### src/rtl/alu_arbiter_if.sv
// alu_arbiter_if
//   Bundles the request, ALU and response signals of alu_arbiter.
//   Signal suffixes are seen from the arbiter: _i flows into it, _o flows out.
//   slave  : arbiter side
//   master : requester / ALU / testbench side
//   req_valid_i  [1:0]  bit k: requester k presents an operation
//   req_a0/1_i   [N-1:0] operand A of requester 0/1
//   req_b0/1_i   [N-1:0] operand B of requester 0/1
//   req_ctr0/1_i [2:0]  ALU control of requester 0/1
//   req_ready_o  [1:0]  bit k: request k accepted this cycle
//   alu_a_o/b_o  [N-1:0] registered ALU operands
//   alu_ctr_o    [2:0]  registered ALU control
//   alu_result_i, alu_zero_i, alu_ovf_i  ALU outputs
//   rsp_valid_o  [1:0]  bit k: response for requester k valid
//   rsp_ready_i  [1:0]  bit k: requester k consumes the response
//   rsp_result_o, rsp_zero_o, rsp_ovf_o  registered response
//   busy_o              arbiter is not idle
interface alu_arbiter_if #(parameter int N = 32);
  logic [1:0]   req_valid_i;
  logic [N-1:0] req_a0_i;
  logic [N-1:0] req_a1_i;
  logic [N-1:0] req_b0_i;
  logic [N-1:0] req_b1_i;
  logic [2:0]   req_ctr0_i;
  logic [2:0]   req_ctr1_i;
  logic [1:0]   req_ready_o;
  logic [N-1:0] alu_a_o;
  logic [N-1:0] alu_b_o;
  logic [2:0]   alu_ctr_o;
  logic [N-1:0] alu_result_i;
  logic         alu_zero_i;
  logic         alu_ovf_i;
  logic [1:0]   rsp_valid_o;
  logic [1:0]   rsp_ready_i;
  logic [N-1:0] rsp_result_o;
  logic         rsp_zero_o;
  logic         rsp_ovf_o;
  logic         busy_o;

  modport slave (
    input  req_valid_i, req_a0_i, req_a1_i, req_b0_i, req_b1_i, req_ctr0_i, req_ctr1_i,
    input  alu_result_i, alu_zero_i, alu_ovf_i, rsp_ready_i,
    output req_ready_o, alu_a_o, alu_b_o, alu_ctr_o,
    output rsp_valid_o, rsp_result_o, rsp_zero_o, rsp_ovf_o, busy_o
  );

  modport master (
    output req_valid_i, req_a0_i, req_a1_i, req_b0_i, req_b1_i, req_ctr0_i, req_ctr1_i,
    output alu_result_i, alu_zero_i, alu_ovf_i, rsp_ready_i,
    input  req_ready_o, alu_a_o, alu_b_o, alu_ctr_o,
    input  rsp_valid_o, rsp_result_o, rsp_zero_o, rsp_ovf_o, busy_o
  );
endinterface

### src/rtl/alu_arbiter.sv
// alu_arbiter
//   Shares one combinational ALU between two requesters with round-robin
//   arbitration, registered operands and a registered response.
//   clk_i  rising-edge clock
//   rst_i  asynchronous active-high reset
//   bus    alu_arbiter_if.slave (request, ALU and response signals)
//
//   state | meaning
//   IDLE  | waiting for a request; grants combinationally, latches operands
//   EXEC  | ALU settles on registered operands; result captured at the edge
//   DONE  | response valid to the owner until it asserts its rsp_ready
module alu_arbiter #(
  parameter int N = 32
) (
  input logic          clk_i,
  input logic          rst_i,
  alu_arbiter_if.slave bus
);

  typedef enum logic [1:0] {S_IDLE, S_EXEC, S_DONE} state_t;

  state_t       state_q, state_d;
  logic         owner_q, owner_d;
  logic         last_grant_q, last_grant_d;
  logic [N-1:0] alu_a_q, alu_a_d;
  logic [N-1:0] alu_b_q, alu_b_d;
  logic [2:0]   alu_ctr_q, alu_ctr_d;
  logic [N-1:0] rsp_result_q, rsp_result_d;
  logic         rsp_zero_q, rsp_zero_d;
  logic         rsp_ovf_q, rsp_ovf_d;
  logic         grant_vld;
  logic         grant_sel;
  logic [1:0]   req_ready;

  always_ff @(posedge clk_i or posedge rst_i) begin
    if (rst_i) begin
      state_q      <= S_IDLE;
      owner_q      <= 1'b0;
      // Port 0 wins the first tie after reset.
      last_grant_q <= 1'b1;
      alu_a_q      <= '0;
      alu_b_q      <= '0;
      alu_ctr_q    <= '0;
      rsp_result_q <= '0;
      rsp_zero_q   <= 1'b0;
      rsp_ovf_q    <= 1'b0;
    end else begin
      state_q      <= state_d;
      owner_q      <= owner_d;
      last_grant_q <= last_grant_d;
      alu_a_q      <= alu_a_d;
      alu_b_q      <= alu_b_d;
      alu_ctr_q    <= alu_ctr_d;
      rsp_result_q <= rsp_result_d;
      rsp_zero_q   <= rsp_zero_d;
      rsp_ovf_q    <= rsp_ovf_d;
    end
  end

  always_comb begin
    state_d      = state_q;
    owner_d      = owner_q;
    last_grant_d = last_grant_q;
    alu_a_d      = alu_a_q;
    alu_b_d      = alu_b_q;
    alu_ctr_d    = alu_ctr_q;
    rsp_result_d = rsp_result_q;
    rsp_zero_d   = rsp_zero_q;
    rsp_ovf_d    = rsp_ovf_q;
    grant_vld    = 1'b0;
    grant_sel    = 1'b0;
    req_ready    = 2'b00;

    case (state_q)
      S_IDLE: begin
        case (bus.req_valid_i)
          2'b01:   begin grant_vld = 1'b1; grant_sel = 1'b0;          end
          2'b10:   begin grant_vld = 1'b1; grant_sel = 1'b1;          end
          2'b11:   begin grant_vld = 1'b1; grant_sel = ~last_grant_q; end
          default: begin grant_vld = 1'b0; grant_sel = 1'b0;          end
        endcase
        if (grant_vld) begin
          req_ready    = grant_sel ? 2'b10 : 2'b01;
          alu_a_d      = grant_sel ? bus.req_a1_i   : bus.req_a0_i;
          alu_b_d      = grant_sel ? bus.req_b1_i   : bus.req_b0_i;
          alu_ctr_d    = grant_sel ? bus.req_ctr1_i : bus.req_ctr0_i;
          owner_d      = grant_sel;
          last_grant_d = grant_sel;
          state_d      = S_EXEC;
        end
      end
      S_EXEC: begin
        rsp_result_d = bus.alu_result_i;
        rsp_zero_d   = bus.alu_zero_i;
        rsp_ovf_d    = bus.alu_ovf_i;
        state_d      = S_DONE;
      end
      S_DONE: begin
        // Only the owner's ready releases the response.
        if (bus.rsp_ready_i[owner_q]) state_d = S_IDLE;
      end
      default: state_d = S_IDLE;
    endcase
  end

  assign bus.req_ready_o  = req_ready;
  assign bus.alu_a_o      = alu_a_q;
  assign bus.alu_b_o      = alu_b_q;
  assign bus.alu_ctr_o    = alu_ctr_q;
  assign bus.rsp_valid_o  = (state_q == S_DONE) ? (owner_q ? 2'b10 : 2'b01) : 2'b00;
  assign bus.rsp_result_o = rsp_result_q;
  assign bus.rsp_zero_o   = rsp_zero_q;
  assign bus.rsp_ovf_o    = rsp_ovf_q;
  assign bus.busy_o       = (state_q != S_IDLE);

endmodule

### src/flat_wrapper.sv
// flat-port wrapper written by rule: the top's interface ports become plain ports
module alu_arbiter_flat 
#(
  parameter int N = 32
)
  (clk_i, rst_i, bus_req_valid_i, bus_req_a0_i, bus_req_a1_i, bus_req_b0_i, bus_req_b1_i, bus_req_ctr0_i, bus_req_ctr1_i, bus_alu_result_i, bus_alu_zero_i, bus_alu_ovf_i, bus_rsp_ready_i, bus_req_ready_o, bus_alu_a_o, bus_alu_b_o, bus_alu_ctr_o, bus_rsp_valid_o, bus_rsp_result_o, bus_rsp_zero_o, bus_rsp_ovf_o, bus_busy_o);
  alu_arbiter_if #(.N(N)) bus_i ();
  input logic clk_i;
  input logic rst_i;
  input wire logic [$bits(bus_i.req_valid_i)-1:0] bus_req_valid_i;
  input wire logic [$bits(bus_i.req_a0_i)-1:0] bus_req_a0_i;
  input wire logic [$bits(bus_i.req_a1_i)-1:0] bus_req_a1_i;
  input wire logic [$bits(bus_i.req_b0_i)-1:0] bus_req_b0_i;
  input wire logic [$bits(bus_i.req_b1_i)-1:0] bus_req_b1_i;
  input wire logic [$bits(bus_i.req_ctr0_i)-1:0] bus_req_ctr0_i;
  input wire logic [$bits(bus_i.req_ctr1_i)-1:0] bus_req_ctr1_i;
  input wire logic [$bits(bus_i.alu_result_i)-1:0] bus_alu_result_i;
  input wire logic [$bits(bus_i.alu_zero_i)-1:0] bus_alu_zero_i;
  input wire logic [$bits(bus_i.alu_ovf_i)-1:0] bus_alu_ovf_i;
  input wire logic [$bits(bus_i.rsp_ready_i)-1:0] bus_rsp_ready_i;
  output wire logic [$bits(bus_i.req_ready_o)-1:0] bus_req_ready_o;
  output wire logic [$bits(bus_i.alu_a_o)-1:0] bus_alu_a_o;
  output wire logic [$bits(bus_i.alu_b_o)-1:0] bus_alu_b_o;
  output wire logic [$bits(bus_i.alu_ctr_o)-1:0] bus_alu_ctr_o;
  output wire logic [$bits(bus_i.rsp_valid_o)-1:0] bus_rsp_valid_o;
  output wire logic [$bits(bus_i.rsp_result_o)-1:0] bus_rsp_result_o;
  output wire logic [$bits(bus_i.rsp_zero_o)-1:0] bus_rsp_zero_o;
  output wire logic [$bits(bus_i.rsp_ovf_o)-1:0] bus_rsp_ovf_o;
  output wire logic [$bits(bus_i.busy_o)-1:0] bus_busy_o;
  assign bus_i.req_valid_i = bus_req_valid_i;
  assign bus_i.req_a0_i = bus_req_a0_i;
  assign bus_i.req_a1_i = bus_req_a1_i;
  assign bus_i.req_b0_i = bus_req_b0_i;
  assign bus_i.req_b1_i = bus_req_b1_i;
  assign bus_i.req_ctr0_i = bus_req_ctr0_i;
  assign bus_i.req_ctr1_i = bus_req_ctr1_i;
  assign bus_i.alu_result_i = bus_alu_result_i;
  assign bus_i.alu_zero_i = bus_alu_zero_i;
  assign bus_i.alu_ovf_i = bus_alu_ovf_i;
  assign bus_i.rsp_ready_i = bus_rsp_ready_i;
  assign bus_req_ready_o = bus_i.req_ready_o;
  assign bus_alu_a_o = bus_i.alu_a_o;
  assign bus_alu_b_o = bus_i.alu_b_o;
  assign bus_alu_ctr_o = bus_i.alu_ctr_o;
  assign bus_rsp_valid_o = bus_i.rsp_valid_o;
  assign bus_rsp_result_o = bus_i.rsp_result_o;
  assign bus_rsp_zero_o = bus_i.rsp_zero_o;
  assign bus_rsp_ovf_o = bus_i.rsp_ovf_o;
  assign bus_busy_o = bus_i.busy_o;
  alu_arbiter #(.N(N)) u_core (.clk_i(clk_i), .rst_i(rst_i), .bus(bus_i));
endmodule
### config.mk
export PLATFORM = sky130hd
export DESIGN_NAME = alu_arbiter_flat
export DESIGN_NICKNAME = d
export VERILOG_FILES = /design/src/rtl/alu_arbiter_if.sv /design/src/rtl/alu_arbiter.sv /design/src/flat_wrapper.sv
export SDC_FILE = /design/constraint.sdc
export NUM_CORES = 1
export LEC_CHECK = 0
export ABC_AREA = 1
export BUFFER_PORTS_ARGS = -buffer_cell sky130_fd_sc_hd__buf_2
export CAP_MARGIN = 25
export CELL_PAD_IN_SITES_DETAIL_PLACEMENT = 1
export CELL_PAD_IN_SITES_GLOBAL_PLACEMENT = 2
export CORE_MARGIN = 5
export CORE_UTILIZATION = 25
export DETAILED_ROUTE_END_ITERATION = 8
export GPL_ROUTABILITY_DRIVEN = 1
export HOLD_SLACK_MARGIN = 0.1
export PLACE_DENSITY = 0.87
export SLEW_MARGIN = 20
export SYNTH_ARGS = -nofsm -noshare
export SYNTH_HDL_FRONTEND = slang
export SYNTH_SLANG_ARGS = --single-unit
### constraint.sdc
create_clock -name clk_i -period 6.7 [get_ports clk_i]
set_input_delay 0.67 -clock clk_i [delete_from_list [all_inputs] [get_ports clk_i]]
set_output_delay 0.67 -clock clk_i [all_outputs]
set_load 0.03 [all_outputs]
==> results of run 1 <==
[final cells by class]
cell class	instances	area share
multi-input combinational	457	0.297
clock inverter	6	0.00997
clock buffer	10	0.0334
sequential	105	0.367
timing repair buffer	287	0.205
inverter	73	0.0386
antenna	1	0.000350
tap	275	0.0481
[power by group through the flow]
stage          logic (mW)  clock network, mW  registers, mW
6_report             1.93              0.563           1.12
5_1_grt              2.13              0.607           1.17
4_1_cts              1.96              0.587           1.13
3_5_place_dp         1.96                  0           1.13
3_3_place_gp         1.94                  0           1.12
2_1_floorplan       0.745                  0           1.73
[routing by layer]
layer | global-route usage | vias to the layer above
met5 | 0 | -
met4 | 0.0442 | 4
met3 | 0.0490 | 15
met2 | 0.256 | 207
met1 | 0.205 | 2480
li1 | - | 2610
[flip-flops by register name, indices dropped and copies added (netlist names)]
name                     count
u_core.state_q               2
u_core.owner_q               1
u_core.bus.alu_b_o          32
u_core.last_grant_q          1
u_core.bus.alu_ctr_o         3
u_core.bus.rsp_zero_o        1
u_core.bus.alu_a_o          32
u_core.bus.rsp_result_o     32
u_core.bus.rsp_ovf_o         1
[critical path, delay by kind of cell, from the launching register on]
family	cells	cell delay, ns
buffers and inverters	4	0.99
DFF	1	0.37
and+or+nand+nor	3	0.65
[layout by cell type (no fill, tap or decap), drive strengths merged]
cell type | netlist | routed
buf | 35 | 287
nand2 | 282 | 282
dfrtp | 104 | 104
nand3 | 102 | 102
inv | 73 | 76
nand3b | 65 | 65
clkbuf | 11 | 10
nor2 | 7 | 7
diode | 0 | 1
o21ai | 1 | 1
clkinv | 0 | 1
bufinv | 0 | 1
clkinvlp | 0 | 1
dfstp | 1 | 1
[cells by family (layout without fill, tap and decap cells)]
group           after synthesis  in the layout
other cells                   0              1
compound gates                1              1
simple gates                456            456
buf+inv                     119            376
flops                       105            105
[path summary, 6_finish.rpt]
| check | from | endpoint | slack, ns |
|---|---|---|---|
| worst min register to register | u_core.bus.rsp_result_o[5] | u_core.bus.rsp_result_o[5] | 0.47 |
| worst max register to register | u_core.state_q[1] | u_core.bus.alu_b_o[7] | 4.20 |
| min in group clk_i | u_core.bus.rsp_result_o[5] | u_core.bus.rsp_result_o[5] | 0.47 |
| max in group asynchronous | rst_i | u_core.bus.rsp_result_o[7] | 5.08 |
| worst max-delay path | u_core.state_q[1] | bus_req_ready_o[0] | 3.64 |
| worst min-delay path | rst_i | u_core.bus.alu_b_o[2] | 0.37 |
[stage by stage]
step           worst slack (ns)  power (mW)  hold slack, ns  std cells  instance area (µm²)
3_5_place_dp               3.82        3.10           0.455       1196                 6820
3_3_place_gp               3.80        3.06           0.448       1196                 6820
2_1_floorplan              3.27        2.47           0.443        681                 5260
5_1_grt                    3.42        3.90           0.437       1214                 7160
6_report                   3.64        3.62           0.374       1214                 7160
4_1_cts                    3.43        3.68           0.396       1212                 7130
==> metrics.yaml, run 1 <==
status:
  outcome: "finished, final reports clean"
route:
  drtAntennaViolNets: 0
  drtIter0Drc: 166
  wl_per_cell_um: 15.6
  wl_met3_um: 1780
  routed_wirelength_um: 19000
  num_vias: 5316
  dr.pass1.iters: 4
  highest_layer: "met5"
  drt-vias-per-instance: 4.38
  wl_met2_um: 8680
  drc_errors: 0
  wl_met1_um: 8300
finish:
  final_nets: 1107
  multi_input_area_mm2: 0.00212
  area_growth_pct: 35.9
  regArea_mm2: 0.00263
  fillerInstances: 2706
  drive_gt1_frac: 0.334
  fin_util: 0.343
logic_synthesis:
  synth_commonest_cells: "281 x nand2_1, 104 x dfrtp_1, 102 x nand3_1, 70 x inv_1, 65 x nand3b_1"
  synth_top_area_frac: 0.494
  yosys.area_share.simple: 0.402
  synth_top_family_by_area: "simple AND/OR/NAND/NOR gates"
  ys_types: 17
  synth_area_mm2: 0.00526
  synth_ff_type: "dfrtp_1"
  syn-num-nets: 855
  post-synth-top-count-cell: "nand2_1"
  ys_warn_count: 0
  async_flop_share: 1.00
  ys_top_cells_by_area: "dfrtp_1 49%, nand2_1 20%, nand3_1 9.7%"
  synthMuxAreaShare: 0
  syn_avg_cell_area_um2: 7.73
  synth_xor_area_frac: 0
  yosysTopAreaCell: "dfrtp_1"
  synth_seq_area_share: 0.499
  synth.ff_latch_count: 105
  synth_compound_area_frac: 0.000951
  netlist_instances: 681
  synth_edf_count: 0
  synthAdderAreaFrac: 0
die:
  die_width_um: 155
  core_mm2: 0.0209
  die_y_um: 155
  ios: 280
  initial_core_util: 0.252
  rows: 53
  die_area_mm2: 0.0241
sta:
  finalSetupTns_ns: 0
  hold_violations: 0
  setup_viol: 0
  maxSlewHeadroom: 0.459
  tightest_slew_ns: 0.812
  fin_worst_skew_ns: 0.00994
  slew_violations: 0
  fmax_ghz: 0.327
  rsz0062_at_grt: "no"
  fin_crit_sh: 0.457
  period_minus_slack_ns: 3.06
placed_design:
  dp_hpwl_um: 13500
  gp_congestion: 0.750
  port_buffers: 279
grt:
  grt_pass1_wl_um: 30500
  grt_use_total: 0.158
  antenna_found_initial: 4
  grt_max_degree: 71
  grt-ovfl-total: 0
  grt_pass1_vias: 5733
worst_setup_path:
  cp_max_fo: 38
  arrival_ns: 2.39
  end_kind: "primary output"
  start_kind: "flip-flop"
  cpPeakStageDelay_ns: 0.47
  cp_cell_sequence: "inv_2 > nand2_4 > nor2_8 > buf_12 > inv_2 > nor2_1 > buf_2"
  path_common_cell: "inv_2"
  slowest_stage: "inv_2"
  ff2ff_path_depth: 8
  criticalPathCategory: "flip-flop to primary output"
  cp.required_ns: 6.03
pwr:
  power_frac_clock: 0.156
  switching_power_mw: 1.83
  p_seq_frac: 0.311
  power_frac_comb: 0.533
  intPower_mw: 1.79
  p_leak_nw: 4.20
  p_per_area_mw_per_mm2: 505
  p_sw_frac: 0.506
  vdd_drop_max_v: 0.000155
run:
  maxCapViolations: 0
clock_network:
  htree_levels: 3
  cts_root_buf: "clkbuf_16"
  clk_latency_ns: 0.35
  cts_setup_buffers: 0
  cts.sinks: 105
  cts_tree: "done"
  cts_buffer_depth: 2
  cts_hold_buffers: 0
  cts_made_buffers: 9
  cts_resized: 0
  cts.clk_slew.worst_paths_ns: 0.08
min_path:
  hold_path_class: "primary input to async pin"
No activity file was read; power rests on OpenSTA's default activity.
==> run 2, diff against run 1 <==
CORE_UTILIZATION = 21   (was 25)
PLACE_DENSITY = 0.79   (was 0.87)
clock period = 2.5 ns   (was 6.7 ns; I/O delays follow)
==> run 2 against run 1 <==
  * Total power rose to 2.7 times the previous value
  * Sequential share of layout area fell by 0.56 points
  * Die area rose by 18%
  * Final cell count rose by 4.8%
  * Count of clock-buffer cells in the layout fell by 1
  * Routed wire length rose by 6.9%
  * Via count rose by 2.6%
  * Sequential power rose to 2.7 times the previous value
  * Critical path type unchanged
==> metrics.yaml, run 2 (synthesis results as in run 1) <==
finish:
  final_area_mm2: 0.00727  # +1.5%
  fillerInstances: 3175  # +17%
  area_growth_pct: 38.0
  drive_gt1_frac: 0.335  # +0.00106
  layout_common_cells: "279 x nand2_1, 279 x buf_2, 104 x dfrtp_1, 102 x nand3_1, 69 x inv_1"
  final_nets: 1111  # +0.36%
  multi_input_area_mm2: 0.00212  # unchanged
  regArea_mm2: 0.00263  # unchanged
placed_design:
  dp_hpwl_um: 14500  # +7.4%
  gp_congestion: 0.776  # +3.5%
  placed_cell_area_mm2: 0.00696  # +2.0%
  port_buffers: 279  # unchanged
die:
  rows: 58  # +9.4%
  die_y_um: 168  # +8.5%
  core_mm2: 0.0250  # +20%
  die_width_um: 168  # +8.5%
  initial_core_util: 0.211  # -0.0411
  die_area_mm2: 0.0283  # +18%
  ios: 280  # unchanged
sta:
  tightest_slew_ns: 0.857  # +0.0455 ns
  finalSetupTns_ns: 0  # unchanged
  period_minus_slack_ns: 2.18
  rsz0062_at_grt: "no"
  slew_violations: 0  # unchanged
  setup_viol: 0  # unchanged
  fin_crit_sh: 0.872
  fin_worst_skew_ns: 0.00525  # -0.00469 ns
  hold_violations: 0  # unchanged
  fmax_ghz: 0.459
  maxSlewHeadroom: 0.428  # -0.0303
route:
  dr.pass1.iters: 4  # unchanged
  drtIter0Drc: 250  # +51%
  num_vias: 5454  # +2.6%
  routed_wirelength_um: 20300  # +6.9%
  drtAntennaViolNets: 0  # unchanged
  drt-vias-per-instance: 4.29  # -2.1%
  drc_errors: 0  # unchanged
  wl_per_cell_um: 16.0  # +2.0%
worst_setup_path:
  start_kind: "flip-flop"
  cpPeakStageDelay_ns: 0.37  # -0.10 ns
  slowest_stage: "dfrtp_1"
  cp_max_fo: 24  # -37%
  end_kind: "primary output"
  cp_cell_sequence: "inv_2 > nand2_4 > nor2_8 > inv_2 > nor2_1 > buf_2"
  cp.required_ns: 2.25  # -3.78 ns
  path_common_cell: "inv_2"
  criticalPathCategory: "flip-flop to primary output"
  arrival_ns: 1.93  # -0.46 ns
clock_network:
  cts_tree: "done"
  cts.sinks: 105  # unchanged
  htree_levels: 3  # unchanged
  cts_root_buf: "clkbuf_16"
  cts.clk_slew.worst_paths_ns: 0.07  # about the same
  clk_latency_ns: 0.35  # about the same
  cts_buffer_depth: 2  # unchanged
  cts_made_buffers: 9  # unchanged
grt:
  grt_pass1_wl_um: 32500  # +6.4%
  grt_pass1_vias: 5817  # +1.5%
  grt_max_degree: 106  # +49%
  grtUsageMet3: 0.0413  # -0.00763
  use_met2: 0.230  # -0.0261
  grt.busiest_layer: "met2"
  grt_use_total: 0.142  # -0.0160
  grt-ovfl-total: 0  # unchanged
  met1_usage: 0.185  # -0.0194
  antenna_found_initial: 5  # +1
pwr:
  p_leak_nw: 4.21  # +0.28%
  p_per_area_mw_per_mm2: 1330  # +160%
  vdd_drop_max_v: 0.000509  # +230%
min_path:
  hold_path_class: "primary input to flip-flop"
status:
  outcome: "finished, final reports clean"
run:
  maxCapViolations: 0  # unchanged
==> run 2: stage by stage <==
step	util	hold slack (ns)	total power [mW]	std cells	worst slack, ns
6_report	0.291	0.138	9.69	1272	0.320
5_1_grt	0.291	0.123	10.5	1272	0.176
4_1_cts	0.291	0.113	9.94	1271	0.261
3_5_place_dp	0.279	0.454	8.41	1255	0.663
3_3_place_gp	0.279	0.450	8.31	1255	0.723
2_1_floorplan	-	0.395	6.63	681	0.766
==> run 2: area by class of cell <==
cell class	count	area share
inverters	73	0.0382
repair buffers	291	0.210
clock inverters	6	0.00930
well taps	330	0.0568
flip-flops and latches	105	0.362
diodes	1	0.000344
clock buffers	9	0.0310
multi-input cells	457	0.292
==> run 2: final timing paths <==
| kind | from | endpoint | slack [ns] | cells after the start |
|---|---|---|---|---|
| hold / removal | bus_alu_result_i[17] | u_core.bus.rsp_result_o[17] | 0.14 | 3 |
| max in group asynchronous | rst_i | u_core.bus.alu_a_o[0] | 1.41 | 4 |
| min in group asynchronous | rst_i | u_core.bus.rsp_result_o[20] | 0.62 | 4 |
| hold reg to reg | u_core.bus.rsp_result_o[12] | u_core.bus.rsp_result_o[12] | 0.47 | 2 |
| setup reg to reg | u_core.last_grant_q | u_core.bus.alu_b_o[9] | 0.81 | 6 |
| setup / recovery | u_core.state_q[1] | bus_req_ready_o[0] | 0.32 | 6 |
==> run 2: layer usage <==
metal  share of wire  vias to the layer above
met2            0.46                      213
li1                -                     2621
met3           0.080                       22
met1            0.44                     2590
met5          0.0030                        -
met4           0.013                        8
==> run 2: what timing repair did <==
action                    4_1_cts  5_1_grt
resized for setup               0        0
hold buffers                    1        0
setup buffers                   0        0
hold endpoints to repair       17        0
==> run 2: where the power goes <==
| part | internal, mW | switching [mW] | leakage [nW] |
|---|---|---|---|
| combinational | 1.43 | 3.79 | 2.79 |
| sequential | 2.57 | 0.451 | 1.28 |
| clock | 0.778 | 0.673 | 0.138 |
==> run 2: critical path, delay by kind of cell (launching register included) <==
family	cells	cell delay, ns
buffers and inverters	3	0.73
DFF	1	0.37
and+or+nand+nor	3	0.47
==> run 3, diff against run 2 <==
GPL_ROUTABILITY_DRIVEN = unset   (was 1)
PLACE_DENSITY = 0.81   (was 0.79)
==> run 3 against run 2 <==
  * Final cell count is 0.24% higher
  * Largest power group unchanged
  * Setup slack gained 0.31 ns
  * Routed wire length grew 0.14%
  * Die area stayed put
  * Clock skew increased by 0.0061 ns
  * Count of clock-buffer cells in the layout grew 1
  * Cell area is 0.31% lower
  * Critical path depth decreased by 1
==> metrics.yaml, run 3 (synthesis results as in run 1) <==
worst_setup_path:
  start_kind: "flip-flop"
  cp_max_fo: 36  # +50%
  arrival_ns: 1.62  # -0.31 ns
  criticalPathCategory: "flip-flop to primary output"
  cp.required_ns: 2.25  # about the same
  cpPeakStageDelay_ns: 0.39  # +0.02 ns
  slowest_stage: "dfrtp_1"
  end_kind: "primary output"
  critPathTopFamily: "buffers and inverters"
  cp_cell_sequence: "buf_4 > nor2_1 > inv_1 > nor2_1 > buf_2"
  crit_buf_inv: 3  # unchanged
  path_common_cell: "nor2_1"
finish:
  layout_common_cells: "279 x nand2_1, 279 x buf_2, 104 x dfrtp_1, 102 x nand3_1, 69 x inv_1"
  fin_util: 0.290  # -0.000903
  final_nets: 1113  # +0.18%
  drive_gt1_frac: 0.336  # +0.00105
  multi_input_area_mm2: 0.00212  # unchanged
  area_growth_pct: 37.6
  regArea_mm2: 0.00263  # unchanged
  fillerInstances: 3182  # +0.22%
die:
  ios: 280  # unchanged
  core_mm2: 0.0250  # unchanged
  rows: 58  # unchanged
  die_area_mm2: 0.0283  # unchanged
  die_width_um: 168  # unchanged
  initial_core_util: 0.211  # unchanged
  die_y_um: 168  # unchanged
pwr:
  intPower_mw: 4.67  # -2.2%
  power_frac_clock: 0.146  # -0.004
  switching_power_mw: 4.99  # +1.5%
  p_leak_nw: 4.21  # about the same
  p_seq_frac: 0.314  # +0.003
  vdd_drop_max_v: 0.000462  # -9.1%
  p_per_area_mw_per_mm2: 1330  # about the same
  power_frac_comb: 0.540  # about the same
  p_sw_frac: 0.517  # +0.00927
sta:
  period_minus_slack_ns: 1.87  # -0.307 ns
  slew_violations: 0  # unchanged
  fin_worst_skew_ns: 0.0114  # +0.00613 ns
  fin_crit_sh: 0.749  # -0.123
  setup_slack_ns: 0.627  # +0.307 ns
  hold_violations: 0  # unchanged
  setup_viol: 0  # unchanged
  whs_ns: 0.135  # -0.00307 ns
  finalSetupTns_ns: 0  # unchanged
  maxSlewHeadroom: 0.454  # +0.0255
  rsz0062_at_grt: "no"
  fmax_ghz: 0.534  # +16%
  tightest_slew_ns: 0.819  # -0.0382 ns
clock_network:
  cts.clk_slew.worst_paths_ns: 0.08  # about the same
  htree_levels: 3  # unchanged
  cts_setup_buffers: 0  # unchanged
  cts_made_buffers: 9  # unchanged
  clk_latency_ns: 0.35  # about the same
  cts.sinks: 105  # unchanged
  cts_tree: "done"
  cts_buffer_depth: 2  # unchanged
  cts_root_buf: "clkbuf_16"
grt:
  met1_usage: 0.192  # +0.00639
  grtUsageMet3: 0.0423  # +0.000939
  grt_pass1_vias: 5823  # +0.10%
  antenna_found_initial: 2  # -3
  grt_use_total: 0.141  # -0.00108
  grt_max_degree: 106  # unchanged
  grt.busiest_layer: "met2"
  use_met2: 0.222  # -0.00839
  grt_pass1_wl_um: 32300  # -0.57%
  grt-ovfl-total: 0  # unchanged
placed_design:
  port_buffers: 279  # unchanged
  dp_hpwl_um: 14500  # -0.14%
  gp_congestion: 0.765  # -1.4%
  detailedPlace.worstSlack_ns: 0.810  # +0.147 ns
route:
  drtAntennaViolNets: 0  # unchanged
  drc_errors: 0  # unchanged
  wl_per_cell_um: 15.9  # about the same
  num_vias: 5405  # -0.90%
  dr.pass1.iters: 4  # unchanged
  routed_wirelength_um: 20300  # +0.14%
  drt-vias-per-instance: 4.24  # -1.1%
  drtIter0Drc: 331  # +32%
min_path:
  hold_path_class: "primary input to flip-flop"
status:
  outcome: "finished, final reports clean"
run:
  maxCapViolations: 0  # unchanged
-- run 3: changes by cell type in the layout (fill, tap and decap cells not counted), sizes merged --
cell / delta
clkinvlp: -2
clkbuf: +1
bufinv: -1
clkinv: +3
buf: +2
-- run 3: power by group through the flow --
stage | logic [mW] | registers, mW | clock network [mW]
final | 5.22 | 3.04 | 1.41
after global routing | 5.72 | 3.16 | 1.55
after CTS | 5.34 | 3.05 | 1.47
after detailed placement | 5.35 | 3.06 | 0
after global placement | 5.28 | 3.05 | 0
after floorplan | 2.00 | 4.63 | 0
-- run 3: cell type report --
type	count	share of cell area
Sequential cell	105	0.363
Multi-Input combinational cell	457	0.293
Timing Repair Buffer	293	0.209
Tap cell	330	0.0570
Inverter	73	0.0383
Clock buffer	10	0.0316
Clock inverter	6	0.00708
Antenna cell	1	0.000345
-- run 3: path summary, 6_finish.rpt --
path	end	slack, ns	start	cells past startpoint
setup / recovery	bus_rsp_valid_o[0]	0.63	u_core.state_q[0]	5
hold / removal	u_core.bus.rsp_result_o[11]	0.14	bus_alu_result_i[11]	3
setup reg to reg	u_core.bus.alu_a_o[3]	0.85	u_core.state_q[0]	6
hold reg to reg	u_core.bus.rsp_zero_o	0.47	u_core.bus.rsp_zero_o	2
max in group asynchronous	u_core.bus.alu_b_o[7]	1.36	rst_i	4
min in group asynchronous	u_core.bus.alu_b_o[0]	0.54	rst_i	4
-- run 3: worst reg2reg max path: cells and delay by family (launching register included) --
kind | cells | cell delay, ns
and+or+nand+nor | 4 | 0.50
buffers and inverters | 2 | 0.69
DFF | 1 | 0.39
-- run 3: per-layer routing --
layer | part of all wire | up-vias
li1 | - | 2625
met1 | 0.46 | 2561
met2 | 0.45 | 202
met3 | 0.080 | 15
met4 | 0.011 | 2
met5 | 0.00054 | -
-- run 3: stage by stage --
step	std cells	total power [mW]	instance area [µm²]
finish	1275	9.66	7240
global route	1275	10.4	7240
CTS	1274	9.87	7240
detailed placement	1257	8.41	6950
global placement	1257	8.33	6950
floorplan	681	6.63	5270
-- run 3: timing repair --
action / 4_1_cts / 5_1_grt
setup endpoints to repair: 0 / 0
hold buffers: 1 / 0
resized for setup: 0 / 0
hold endpoints to repair: 15 / 0
